$ cat src/rtl/panda_lsu_bus_if.sv
// rtl/panda_lsu_bus_if.sv - LSU-side and data-bus-side signal bundle for panda_lsu_bus
interface panda_lsu_bus_if;
  logic        lsu_req_i;
  logic [31:0] lsu_addr_i;
  logic [31:0] lsu_wdata_i;
  logic [3:0]  lsu_we_i;
  logic [31:0] lsu_rdata_o;
  logic        lsu_stall_o;
  logic        lsu_err_o;
  logic        data_req_o;
  logic        data_gnt_i;
  logic [31:0] data_addr_o;
  logic        data_we_o;
  logic [3:0]  data_be_o;
  logic [31:0] data_wdata_o;
  logic        data_rvalid_i;
  logic [31:0] data_rdata_i;
  logic        data_err_i;

  // Bridge view: takes LSU requests, masters the data bus
  modport master (
    input  lsu_req_i, lsu_addr_i, lsu_wdata_i, lsu_we_i,
    output lsu_rdata_o, lsu_stall_o, lsu_err_o,
    output data_req_o, data_addr_o, data_we_o, data_be_o, data_wdata_o,
    input  data_gnt_i, data_rvalid_i, data_rdata_i, data_err_i
  );

  // Environment view: drives the LSU side and responds as the bus slave
  modport slave (
    output lsu_req_i, lsu_addr_i, lsu_wdata_i, lsu_we_i,
    input  lsu_rdata_o, lsu_stall_o, lsu_err_o,
    input  data_req_o, data_addr_o, data_we_o, data_be_o, data_wdata_o,
    output data_gnt_i, data_rvalid_i, data_rdata_i, data_err_i
  );
endinterface

$ cat src/rtl/panda_lsu_bus.sv
// rtl/panda_lsu_bus.sv - single-outstanding LSU to req/gnt/rvalid data bus bridge
module panda_lsu_bus (
  input logic             clk_i,
  input logic             rst_i,
  panda_lsu_bus_if.master bus
);

  typedef enum logic [1:0] {IDLE, WAIT_GNT, WAIT_RVALID, DONE} state_t;

  state_t      state_q, state_d;
  logic [31:2] addr_q;
  logic [3:0]  we_q;
  logic [31:0] wdata_q;
  logic [31:0] rdata_q;
  logic        err_q;

  // State register
  always_ff @(posedge clk_i) begin
    if (rst_i) state_q <= IDLE;
    else       state_q <= state_d;
  end

  // Next-state logic; grant only matters while a request is driven
  always_comb begin
    state_d = state_q;
    case (state_q)
      IDLE:        if (bus.lsu_req_i) state_d = bus.data_gnt_i ? WAIT_RVALID : WAIT_GNT;
      WAIT_GNT:    if (bus.data_gnt_i) state_d = WAIT_RVALID;
      WAIT_RVALID: if (bus.data_rvalid_i) state_d = DONE;
      DONE:        state_d = IDLE;
      default:     state_d = IDLE;
    endcase
  end

  // Address-phase latch on IDLE requests, response capture only in WAIT_RVALID
  always_ff @(posedge clk_i) begin
    if (rst_i) begin
      addr_q  <= '0;
      we_q    <= '0;
      wdata_q <= '0;
      rdata_q <= '0;
      err_q   <= 1'b0;
    end else begin
      if (state_q == IDLE && bus.lsu_req_i) begin
        addr_q  <= bus.lsu_addr_i[31:2];
        we_q    <= bus.lsu_we_i;
        wdata_q <= bus.lsu_wdata_i;
      end
      if (state_q == WAIT_RVALID && bus.data_rvalid_i) begin
        rdata_q <= bus.data_rdata_i;
        err_q   <= bus.data_err_i;
      end
    end
  end

  // Outputs: IDLE passes the LSU straight through, later states replay the latch
  always_comb begin
    bus.data_req_o   = 1'b0;
    bus.data_addr_o  = {addr_q, 2'b00};
    bus.data_we_o    = |we_q;
    bus.data_be_o    = (|we_q) ? we_q : 4'b1111;
    bus.data_wdata_o = wdata_q;
    bus.lsu_stall_o  = 1'b0;
    bus.lsu_err_o    = 1'b0;
    case (state_q)
      IDLE: begin
        bus.data_req_o   = bus.lsu_req_i;
        bus.data_addr_o  = {bus.lsu_addr_i[31:2], 2'b00};
        bus.data_we_o    = |bus.lsu_we_i;
        bus.data_be_o    = (|bus.lsu_we_i) ? bus.lsu_we_i : 4'b1111;
        bus.data_wdata_o = bus.lsu_wdata_i;
        bus.lsu_stall_o  = bus.lsu_req_i;
      end
      WAIT_GNT: begin
        bus.data_req_o  = 1'b1;
        bus.lsu_stall_o = bus.lsu_req_i;
      end
      WAIT_RVALID: bus.lsu_stall_o = 1'b1;
      DONE:        bus.lsu_err_o   = err_q;
      default:     bus.lsu_stall_o = 1'b0;
    endcase
    if (rst_i) begin
      bus.data_req_o  = 1'b0;
      bus.lsu_stall_o = 1'b0;
      bus.lsu_err_o   = 1'b0;
    end
  end

  assign bus.lsu_rdata_o = rdata_q;

endmodule

$ cat src/flat_wrapper.sv
// flat-port wrapper written by rule: the top's interface ports become plain ports
module panda_lsu_bus_flat 
  (clk_i, rst_i, bus_lsu_req_i, bus_lsu_addr_i, bus_lsu_wdata_i, bus_lsu_we_i, bus_lsu_rdata_o, bus_lsu_stall_o, bus_lsu_err_o, bus_data_req_o, bus_data_addr_o, bus_data_we_o, bus_data_be_o, bus_data_wdata_o, bus_data_gnt_i, bus_data_rvalid_i, bus_data_rdata_i, bus_data_err_i);
  panda_lsu_bus_if bus_i ();
  input logic clk_i;
  input logic rst_i;
  input wire logic [$bits(bus_i.lsu_req_i)-1:0] bus_lsu_req_i;
  input wire logic [$bits(bus_i.lsu_addr_i)-1:0] bus_lsu_addr_i;
  input wire logic [$bits(bus_i.lsu_wdata_i)-1:0] bus_lsu_wdata_i;
  input wire logic [$bits(bus_i.lsu_we_i)-1:0] bus_lsu_we_i;
  output wire logic [$bits(bus_i.lsu_rdata_o)-1:0] bus_lsu_rdata_o;
  output wire logic [$bits(bus_i.lsu_stall_o)-1:0] bus_lsu_stall_o;
  output wire logic [$bits(bus_i.lsu_err_o)-1:0] bus_lsu_err_o;
  output wire logic [$bits(bus_i.data_req_o)-1:0] bus_data_req_o;
  output wire logic [$bits(bus_i.data_addr_o)-1:0] bus_data_addr_o;
  output wire logic [$bits(bus_i.data_we_o)-1:0] bus_data_we_o;
  output wire logic [$bits(bus_i.data_be_o)-1:0] bus_data_be_o;
  output wire logic [$bits(bus_i.data_wdata_o)-1:0] bus_data_wdata_o;
  input wire logic [$bits(bus_i.data_gnt_i)-1:0] bus_data_gnt_i;
  input wire logic [$bits(bus_i.data_rvalid_i)-1:0] bus_data_rvalid_i;
  input wire logic [$bits(bus_i.data_rdata_i)-1:0] bus_data_rdata_i;
  input wire logic [$bits(bus_i.data_err_i)-1:0] bus_data_err_i;
  assign bus_i.lsu_req_i = bus_lsu_req_i;
  assign bus_i.lsu_addr_i = bus_lsu_addr_i;
  assign bus_i.lsu_wdata_i = bus_lsu_wdata_i;
  assign bus_i.lsu_we_i = bus_lsu_we_i;
  assign bus_lsu_rdata_o = bus_i.lsu_rdata_o;
  assign bus_lsu_stall_o = bus_i.lsu_stall_o;
  assign bus_lsu_err_o = bus_i.lsu_err_o;
  assign bus_data_req_o = bus_i.data_req_o;
  assign bus_data_addr_o = bus_i.data_addr_o;
  assign bus_data_we_o = bus_i.data_we_o;
  assign bus_data_be_o = bus_i.data_be_o;
  assign bus_data_wdata_o = bus_i.data_wdata_o;
  assign bus_i.data_gnt_i = bus_data_gnt_i;
  assign bus_i.data_rvalid_i = bus_data_rvalid_i;
  assign bus_i.data_rdata_i = bus_data_rdata_i;
  assign bus_i.data_err_i = bus_data_err_i;
  panda_lsu_bus u_core (.clk_i(clk_i), .rst_i(rst_i), .bus(bus_i));
endmodule
$ cat config.mk
export PLATFORM = sky130hd
export DESIGN_NAME = panda_lsu_bus_flat
export DESIGN_NICKNAME = d
export VERILOG_FILES = /design/src/rtl/panda_lsu_bus_if.sv /design/src/rtl/panda_lsu_bus.sv /design/src/flat_wrapper.sv
export SDC_FILE = /design/constraint.sdc
export NUM_CORES = 1
export LEC_CHECK = 0
export ABC_AREA = 1
export CAP_MARGIN = 20
export CORE_MARGIN = 3
export CORE_UTILIZATION = 41
export CTS_CLUSTER_SIZE = 14
export DETAILED_ROUTE_END_ITERATION = 6
export GPL_TIMING_DRIVEN = 0
export HOLD_SLACK_MARGIN = 0.12
export PLACE_DENSITY = 0.84
export SYNTH_ARGS = -nofsm -noshare
export SYNTH_HDL_FRONTEND = slang
export SYNTH_SLANG_ARGS = --single-unit
$ cat constraint.sdc
create_clock -name clk_i -period 2 [get_ports clk_i]
set_clock_uncertainty 0.15 [all_clocks]
set_input_delay 0.3 -clock clk_i [delete_from_list [all_inputs] [get_ports clk_i]]
set_output_delay 0.3 -clock clk_i [all_outputs]
set_load 0.01 [all_outputs]
==> out/metrics.cfg, run 1 <==
[critical_path]
worstSetupStartpointType=flip-flop
crit_type=flip-flop to output pin
worstPathArrival_ns=1.66
worstPathRequired_ns=1.55
critical-path-top-delay-family=buffers and inverters
critPathSlowestCell=dfxtp_2
crit_chain=inv_4, ha_4, buf_16, buf_12, clkinv_8, nand2_4, nand2_2, buf_6
cp_slowest_stage_delay_ns=0.35
end_kind=output pin
cp_max_fo=8
timing.critical_path.buf_inv=5

[status]
status=finished, violations left
failed_checks=setup timing

[sta]
holdWs_ns=0.3090
setup_viol=68
fin_crit_sh_pct=105.6
slew_viol_final=0
hold_violations=0
setup_ws_ns=-0.1115
rsz0062_at_grt=true
fin_crit_ns=2.111
fmax_mhz=473.6
fin_setup_tns_ns=-2.942

[drt]
drtAntennaViolNets=0
vias=4964
firstDrtPassIters=4
drt-initial-drc-count=253
drc=0
wirelength_um=14930
vias_per_cell=4.905
post_drt_wl_per_cell_um=14.75

[clocking]
cts_num_sinks=101
htreeDepth=3
cts_hold_buf=0
clk_path_buf_depth=2
clk_pin_slew_ns=0.10
cts_root_buffer=clkbuf_8
tritoncts.num_buffers=9
tritoncts=yes
clk_latency_ns=0.36

[power_and_ir_drop]
peakVddDrop_v=0.0008312
cellLeakagePower_nw=3.234
total_power_mw=10.74
cellPowerDensity_mw_per_mm2=1434

[synthesis]
synthesis.area_mm2=0.004477
yosysUniqueCellTypes=19
synth_area_leaders=dfxtp_1 (45%), o21ai_0 (13%), nand2_1 (8.0%)
ys_seq_area_share_pct=45.16
yosysTopAreaCell=dfxtp_1
synth.top_cell.area_share_pct=45.16
netlist_instances=637
ys_warn_count=0
syn_area_per_cell_um2=7.028
ys_seq_elements=101

[finish]
syn_to_final_growth_pct=67.19
fin_cells=1012
regArea_mm2=0.002027
layout-drive-gt1-share_pct=26.74
fillers=826
final_common_cell=clkdlybuf4s50_1
multi_input_area_mm2=0.002321
nets=982
fin_area_mm2=0.007485
final_cell_mix=clkdlybuf4s50_1 (134), dfxtp_1 (99), buf_2 (81), o21ai_1 (78), inv_1 (74)
postLayoutCoreUtil_pct=71.54

[min_path]
min_path_type=flip-flop to flip-flop

[placement]
io_buffers=205
place_area_mm2=0.006703
gp_congestion=0.8271
dp_cells=979
dp_hpwl_um=10300
post-place-ws_ns=-0.6061

[floorplan]
die_area_mm2=0.01221
core_area_mm2=0.01046
die_w_um=110.5
io_pins=210
rows=37
start_util_pct=42.79
die_h_um=110.5

[grt]
grt_antenna_before_repair=1
grt_use_met3_pct=7.342
grt_pass1_wl_um=23910
grt_max_degree=19
grt_use_met2_pct=39.40
met1_usage_pct=28.67
grt.busiest_layer=met2
grt_pass1_vias=4729
grtUsageTotal_pct=23.46
overflow=0

[run]
cap_violations=0

[path summary, 6_finish.rpt]
check | cells past startpoint | end | slack (ns) | from
setup / recovery | 8 | bus_data_we_o | -0.11 | u_core.state_q[1]$_SDFFE_PP0P_
hold / removal | 2 | u_core.addr_q[13]$_SDFFE_PP0P_ | 0.31 | u_core.addr_q[13]$_SDFFE_PP0P_
setup reg to reg | 8 | u_core.bus.lsu_rdata_o[22]$_SDFFE_PP0P_ | 0.08 | u_core.state_q[0]$_SDFFE_PP0P_
hold reg to reg | 2 | u_core.addr_q[13]$_SDFFE_PP0P_ | 0.31 | u_core.addr_q[13]$_SDFFE_PP0P_
[timing repair]
| action | CTS | global route |
|---|---|---|
| gates cloned | 9 | 0 |
| endpoints found under the setup margin | 70 | 70 |
| gates resized for setup | 484 | 65 |
| pin swaps | 54 | 32 |
| buffers inserted | 7 | 3 |
[worst min-delay path, stage by stage (launching register included)]
cell     delay, ns
dfxtp_1       0.31
inv_1         0.06
a21oi_1       0.05
[synthesized netlist by cell type, drive strengths merged]
cell type,n
o21ai,162
dfxtp,101
nand2,96
inv,79
nor2,73
a21oi,66
buf,36
clkbuf,11
ha,6
a211oi,2
nand4,2
conb,1
nand3,1
o21a,1
[cell type report]
| class | count | area share (%) |
|---|---|---|
| clock inverter | 7 | 0.7523 |
| tap | 136 | 2.273 |
| multi-input combinational | 411 | 31.01 |
| sequential | 101 | 27.08 |
| inverter | 79 | 4.263 |
| antenna | 1 | 0.03343 |
| buffer | 44 | 5.232 |
| timing repair buffer | 224 | 27.70 |
| clock buffer | 9 | 1.655 |
[flip-flops by register name (all words and copies together) (netlist names)]
| signal | flops |
|---|---|
| u_core.bus.lsu_rdata_o | 32 |
| u_core.addr_q | 30 |
| u_core.wdata_q | 32 |
| u_core.err_q | 1 |
| u_core.we_q | 4 |
| u_core.state_q | 2 |
[per-layer routing]
metal,wire length (µm),vias up
met3,1124,25
met4,280,0
met1,6234,2245
met5,0,-
met2,7287,170
li1,-,2524
[kinds of logic (layout without fill, tap and decap cells)]
logic type                 after synthesis  in the layout  synth area share [%]
AOI/OAI and AO/OA                      231            231                 26.22
adders and majority gates                6              6                 1.677
buffers and inverters                  126            363                 12.02
DFF                                    101            101                 45.16
other                                    1              3               0.08377
and+or+nand+nor                        172            172                 14.84
[power breakdown]
group	leakage (nW)	internal (mW)	total (mW)	switching, mW
clock network	0.0963	0.474	1.25	0.777
logic	2.31	3.24	6.81	3.57
registers	0.833	2.51	2.68	0.168
total	3.23	6.22	10.7	4.51
(Power assumes the default switching activity.)
==> inputs of run 2 (changes only) <==
- CTS_CLUSTER_DIAMETER: unset -> 30
==> results of run 2 <==
The final DEF is identical to that of run 1; final timing and power are the same.
==> patch 1 (settings of run 2) <==
Encoding of `state_t`: now Gray code (2 bits for 4 states).
--- a/src/rtl/panda_lsu_bus.sv
+++ b/src/rtl/panda_lsu_bus.sv
@@ -7,3 +7,3 @@
 
-  typedef enum logic [1:0] {IDLE, WAIT_GNT, WAIT_RVALID, DONE} state_t;
+  typedef enum logic [1:0] {IDLE = 2'b00, WAIT_GNT = 2'b01, WAIT_RVALID = 2'b11, DONE = 2'b10} state_t;
 
Function: no difference found for any inputs over 10 cycles, from zero or initial values and one cycle with rst_i high; not proved beyond that.
==> patch 1 against run 2 <==
- the flow still finishes with violations (setup timing)
- setup slack improved by 100 ps
- sequential cell count did not move
- routed wire length rose by 7.0%
- critical path type unchanged
- count of clock-buffer cells in the layout rose by 2
- synthesized area rose by 12%
- design area fell by 0.37%
Power is not compared: it rests on default switching activity, and its combinational part moved more than twofold at a synthesized area within 25%.
==> patch 1: results (changes against run 2) <==
- The most used flip-flop cell after synthesis is sky130_fd_sc_hd__dfxtp_1.
- The worst hold path stage count was 3 (+1).
- The number of inserted filler cells in the final layout is 1088 (+32%).
- The global-route wire length before repair came to 25700 µm (+7.4%).
- The root buffer selected by CTS is sky130_fd_sc_hd__clkbuf_16.
- The worst slack at placement is -640 ps (-33.8 ps).
- The least setup slack across all paths after layout was -9.91 ps (+102 ps).
- The number of antenna violations at the first check in global routing came to 0 (-1).
- The final setup violation count was 2 (-97%).
- The number of port buffers is 203 (-0.98%).
- The antenna diode count is 0 (-1).
- The layout net count was 1114 (+13%).
- The beginning of the worst register-to-register path is u_core.state_q[0].
- The number of cell instances on the worst register-to-register path is 9 (+1).
- The critical path data arrival time is 1560 ps (-100 ps).
- The post-place instance area was 7220 µm² (+7.7%).
- The share of flip-flops with an asynchronous set or reset after synthesis came to 0% (unchanged).
- The met1 global-route usage came to 29.8% (+1.1 points).
- The first-pass iteration count of the detailed router was 5 (+1).
- The stage delay of the slowest cell on the critical path is 360 ps.
- The met3 capacity usage during global routing came to 5.80% (-1.5 points).
- The largest individual stage delay along the critical path comes from the cell sky130_fd_sc_hd__dfxtp_4.
- The remaining global-route overflow is 0 (unchanged).
- The number of global-route vias before repair is 5240 (+11%).
- The flow ran to the end, but the final reports show violations.
- The total negative setup slack is -12.8 ps (+2930 ps).
- The count of unique library cells instantiated by Yosys was 17 (-2).
- In the synthesized netlist, the cells that appear most often are 206 x sky130_fd_sc_hd__nand2_1, 101 x sky130_fd_sc_hd__dfxtp_1, 90 x sky130_fd_sc_hd__nor2_1, 87 x sky130_fd_sc_hd__a21oi_1, 80 x sky130_fd_sc_hd__inv_1.
- The deepest level of the CTS H-tree was 3 (unchanged).
- The destination of the worst hold path is u_core.bus.lsu_rdata_o[9].
- Measured against its own limit, the worst slew margin works out to 66.4%.
- The maximum number of pins on one net before global-route repair is 20 (+1).
- The worst register-to-register path ends at u_core.addr_q[18].
- The class of the tightest hold or removal check is primary input to flop.
- The global-route met2 utilization is 38.5% (-0.88 points).
- The proportion of layout cells with a drive suffix above 1 is 14.7% (-12 points).
- The clock-pin transition on the worst setup and hold timing paths is 70 ps (-30 ps).
- The sequential fraction of the synthesis area is 40.4% (-4.8 points).
- The half-perimeter wire length after detailed placement was 11700 µm (+14%).
- The maximum fanout encountered on the critical timing path is 10 (+2).
- The reg2reg setup slack is 190 ps (+110 ps).
- Ranked by total cell area, the synthesized netlist is headed by sky130_fd_sc_hd__dfxtp_1 40%, sky130_fd_sc_hd__nand2_1 15%, sky130_fd_sc_hd__a21oi_1 8.7%.
- The aggregate routed wire length came to 16000 µm (+7.0%).
- The count of routing violations after the opening detailed-route iteration is 482 (+91%).
- The total global-route track usage is 23.3% (-0.14 points).
- For this design the ratio of total power to cell area is between 700 and 800 nW/µm².
- The checks that failed: setup timing.
- The clock insertion delay at the later pin of the skew report is 340 ps (-20 ps).
- The placer congestion estimate is 0.845 (+2.1%).
- The via count normalized by instance count is 4.99 (+1.8%).
- The startpoint identified for the worst hold timing path is bus_data_rvalid_i.
==> patch 1: cell count changes after synthesis, sizes merged, moves of 6 or more <==
cell	change
o21ai	-99
ha	-6
nand2	+110
nand3	+62
nand4	+24
buf	+10
a21oi	+21
nor2	+18
clkbuf	+11
==> patch 1: logic make-up after synthesis <==
family	count (synthesis)	synth area share [%]
buffers and inverters	149	12.4
AOI/OAI and AO/OA	150	15.0
DFF	101	40.4
other	1	0.0749
and+or+nand+nor	387	32.1
==> patch 1: power breakdown <==
group          switching (W)  internal [W]  total (W)  leakage [nW]
logic               0.000850      0.000695    0.00154          2.45
clock network       0.000747       0.00112    0.00187         0.152
registers          0.0000743       0.00216    0.00223         0.830
==> patch 1: stage by stage <==
| step | hold WS, ps | std cells |
|---|---|---|
| after floorplan | 281 | 789 |
| after global placement | 302 | 1135 |
| after detailed placement | 305 | 1135 |
| after CTS | 164 | 1154 |
| after global routing | 197 | 1155 |
| final | 166 | 1155 |
==> patch 1: how the worst max path moves through the flow <==
stage,startpoint,to,slack [ps],cells after the start
after global placement,rst_i,bus_lsu_stall_o,-670,5
after CTS,u_core.state_q[0],bus_data_addr_o[23],-40,7
after global routing,u_core.state_q[0],bus_data_addr_o[23],-80,7
after floorplan,u_core.state_q[1],bus_data_addr_o[31],410,5
final,u_core.state_q[0],bus_data_addr_o[23],-10,7
after detailed placement,rst_i,bus_lsu_stall_o,-640,5
==> patch 1: cell type report <==
cell class / count / share of cell area (%)
inverter: 81 / 4.11
tap: 143 / 2.40
clock inverter: 4 / 0.973
timing repair buffer: 210 / 24.8
buffer: 66 / 5.22
multi-input combinational: 539 / 32.1
clock buffer: 11 / 3.26
sequential: 101 / 27.2
==> patch 1: per-layer routing <==
layer,part of all wire [%],vias up
met5,0,-
met4,1.8,0
met3,8.5,24
met2,47,218
met1,43,2585
li1,-,2941
==> patch 1: repair_timing <==
item,4_1_cts,5_1_grt
pin swaps,1,0
resized for setup,312,26
endpoints found under the setup margin,70,57
buffers inserted,6,1
==> patch 1: worst reg2reg max path, stage by stage, from the launching register on <==
cell,delay (ps)
sky130_fd_sc_hd__dfxtp_4,360
sky130_fd_sc_hd__nor2_4,140
sky130_fd_sc_hd__buf_4,120
sky130_fd_sc_hd__buf_4,100
sky130_fd_sc_hd__buf_4,110
sky130_fd_sc_hd__buf_2,210
sky130_fd_sc_hd__buf_2,270
sky130_fd_sc_hd__nand3_1,110
sky130_fd_sc_hd__nand2_1,90
sky130_fd_sc_hd__nor2_1,50
==> patch 2 (settings of run 2) <==
Made on the original files. Make the reset (`rst_i`) asynchronous in 2 clocked blocks.
--- a/src/rtl/panda_lsu_bus.sv
+++ b/src/rtl/panda_lsu_bus.sv
@@ -17,3 +17,3 @@
   // State register
-  always_ff @(posedge clk_i) begin
+  always_ff @(posedge clk_i or posedge rst_i) begin
     if (rst_i) state_q <= IDLE;
@@ -35,3 +35,3 @@
   // Address-phase latch on IDLE requests, response capture only in WAIT_RVALID
-  always_ff @(posedge clk_i) begin
+  always_ff @(posedge clk_i or posedge rst_i) begin
     if (rst_i) begin
Function: differs if rst_i is asserted again (counterexample within 4 cycles, from zero or initial values and one cycle with rst_i high); with rst_i held inactive, the same outputs for 10 cycles.
==> patch 2 against run 2 <==
- the run still ends with setup timing left
- synthesized area increased by 11%
- total power increased by 22%
- routed wire length decreased by 2.1%
- sequential cell count unchanged
- fmax increased by 0.47%
- synthesized cell count decreased by 0.47%
- setup slack improved by 9.9 ps
- count of clock-buffer cells in the layout unchanged
- design area increased by 7.2%
- critical path type unchanged
- critical endpoint is now bus_data_wdata_o[5]
- largest power group unchanged
==> patch 2: results (changes against run 2) <==
- The power share of the clock group is 14.3% (+2.6 points).
- The logic gate share of total power was 59.5% (-3.9 points).
- The share of flip-flops with an asynchronous set or reset after synthesis was 100% (+100 points).
- The share of final layout cell area taken by clock buffers and inverters is 4.04% (+1.6 points).
- The share of the synthesized area in compound gates (AO/OA/AOI/OAI) is 15.4% (-11 points).
- The area occupied by multi-input gates came to 2200 µm² (-5.3%).
- The aggregate routed wire length came to 14600 µm (-2.1%).
- The post-synthesis area per instance is 7.82 µm² (+11%).
- The met3 layer wire length in the routed design is 1130 µm (+0.18%).
- The length of routed met2 wiring is 7260 µm (-0.40%).
- The antenna diode count was 0 (-1).
- The layout net count came to 984 (+0.20%).
- The worst slack at placement is -966 ps (-360 ps).
- The power density of the placed cells is 1630 nW/µm² (+14%).
- The total negative setup slack is -3930 ps (-989 ps).
- The least setup slack across all paths after layout is -102 ps (+9.91 ps).
- The number of inserted filler cells in the final layout is 956 (+16%).
- The area share of buffers outside the clock network is 30.8% (-2.2 points).
- The met1 global-route usage is 27.2% (-1.5 points).
- The count of unique library cells instantiated by Yosys is 20 (+1).
- The largest voltage drop on the vdd net came to 0.000749 V (-9.8%).
- The run finished, with violations left.
- Ranked by instance count, the synthesized netlist is headed by 233 x sky130_fd_sc_hd__nand2_1, 101 x sky130_fd_sc_hd__dfrtp_1, 98 x sky130_fd_sc_hd__o21ai_0, 77 x sky130_fd_sc_hd__inv_1, 34 x sky130_fd_sc_hd__nand3_1.
- The post-place instance area is 7230 µm² (+7.8%).
- The global-route met2 utilization is 34.1% (-5.3 points).
- The checks that failed: setup timing.
- The final setup violation count came to 68 (unchanged).
- The placer congestion estimate came to 0.841 (+1.6%).
- The count of routing violations after the opening detailed-route iteration came to 235 (-7.1%).
- The final core utilization is 69.1% (-2.5 points).
- The half-perimeter wire length after detailed placement is 10300 µm (-0.45%).
- The sequential fraction of the synthesis area is 51.0% (+5.8 points).
-- patch 2: path summary, 6_finish.rpt --
| path | startpoint | to | slack, ps | cells after the start |
|---|---|---|---|---|
| setup / recovery | u_core.state_q[0] | bus_data_wdata_o[5] | -100 | 7 |
| hold / removal | bus_data_rvalid_i | u_core.bus.lsu_rdata_o[28] | 140 | 3 |
| setup reg to reg | u_core.state_q[0] | u_core.addr_q[29] | 170 | 7 |
| hold reg to reg | u_core.bus.lsu_rdata_o[13] | u_core.bus.lsu_rdata_o[13] | 320 | 2 |
| max in group asynchronous | rst_i | u_core.wdata_q[8] | 350 | 4 |
| min in group asynchronous | rst_i | u_core.wdata_q[28] | 180 | 4 |
-- patch 2: timing repair --
action / CTS / global route
hold buffers: 2 / 0
gates resized for setup: 344 / 133
gates cloned: 2 / 8
endpoints found under the hold margin: 30 / 0
pin swaps: 2 / 30
buffers inserted: 7 / 3
setup endpoints to repair: 70 / 69
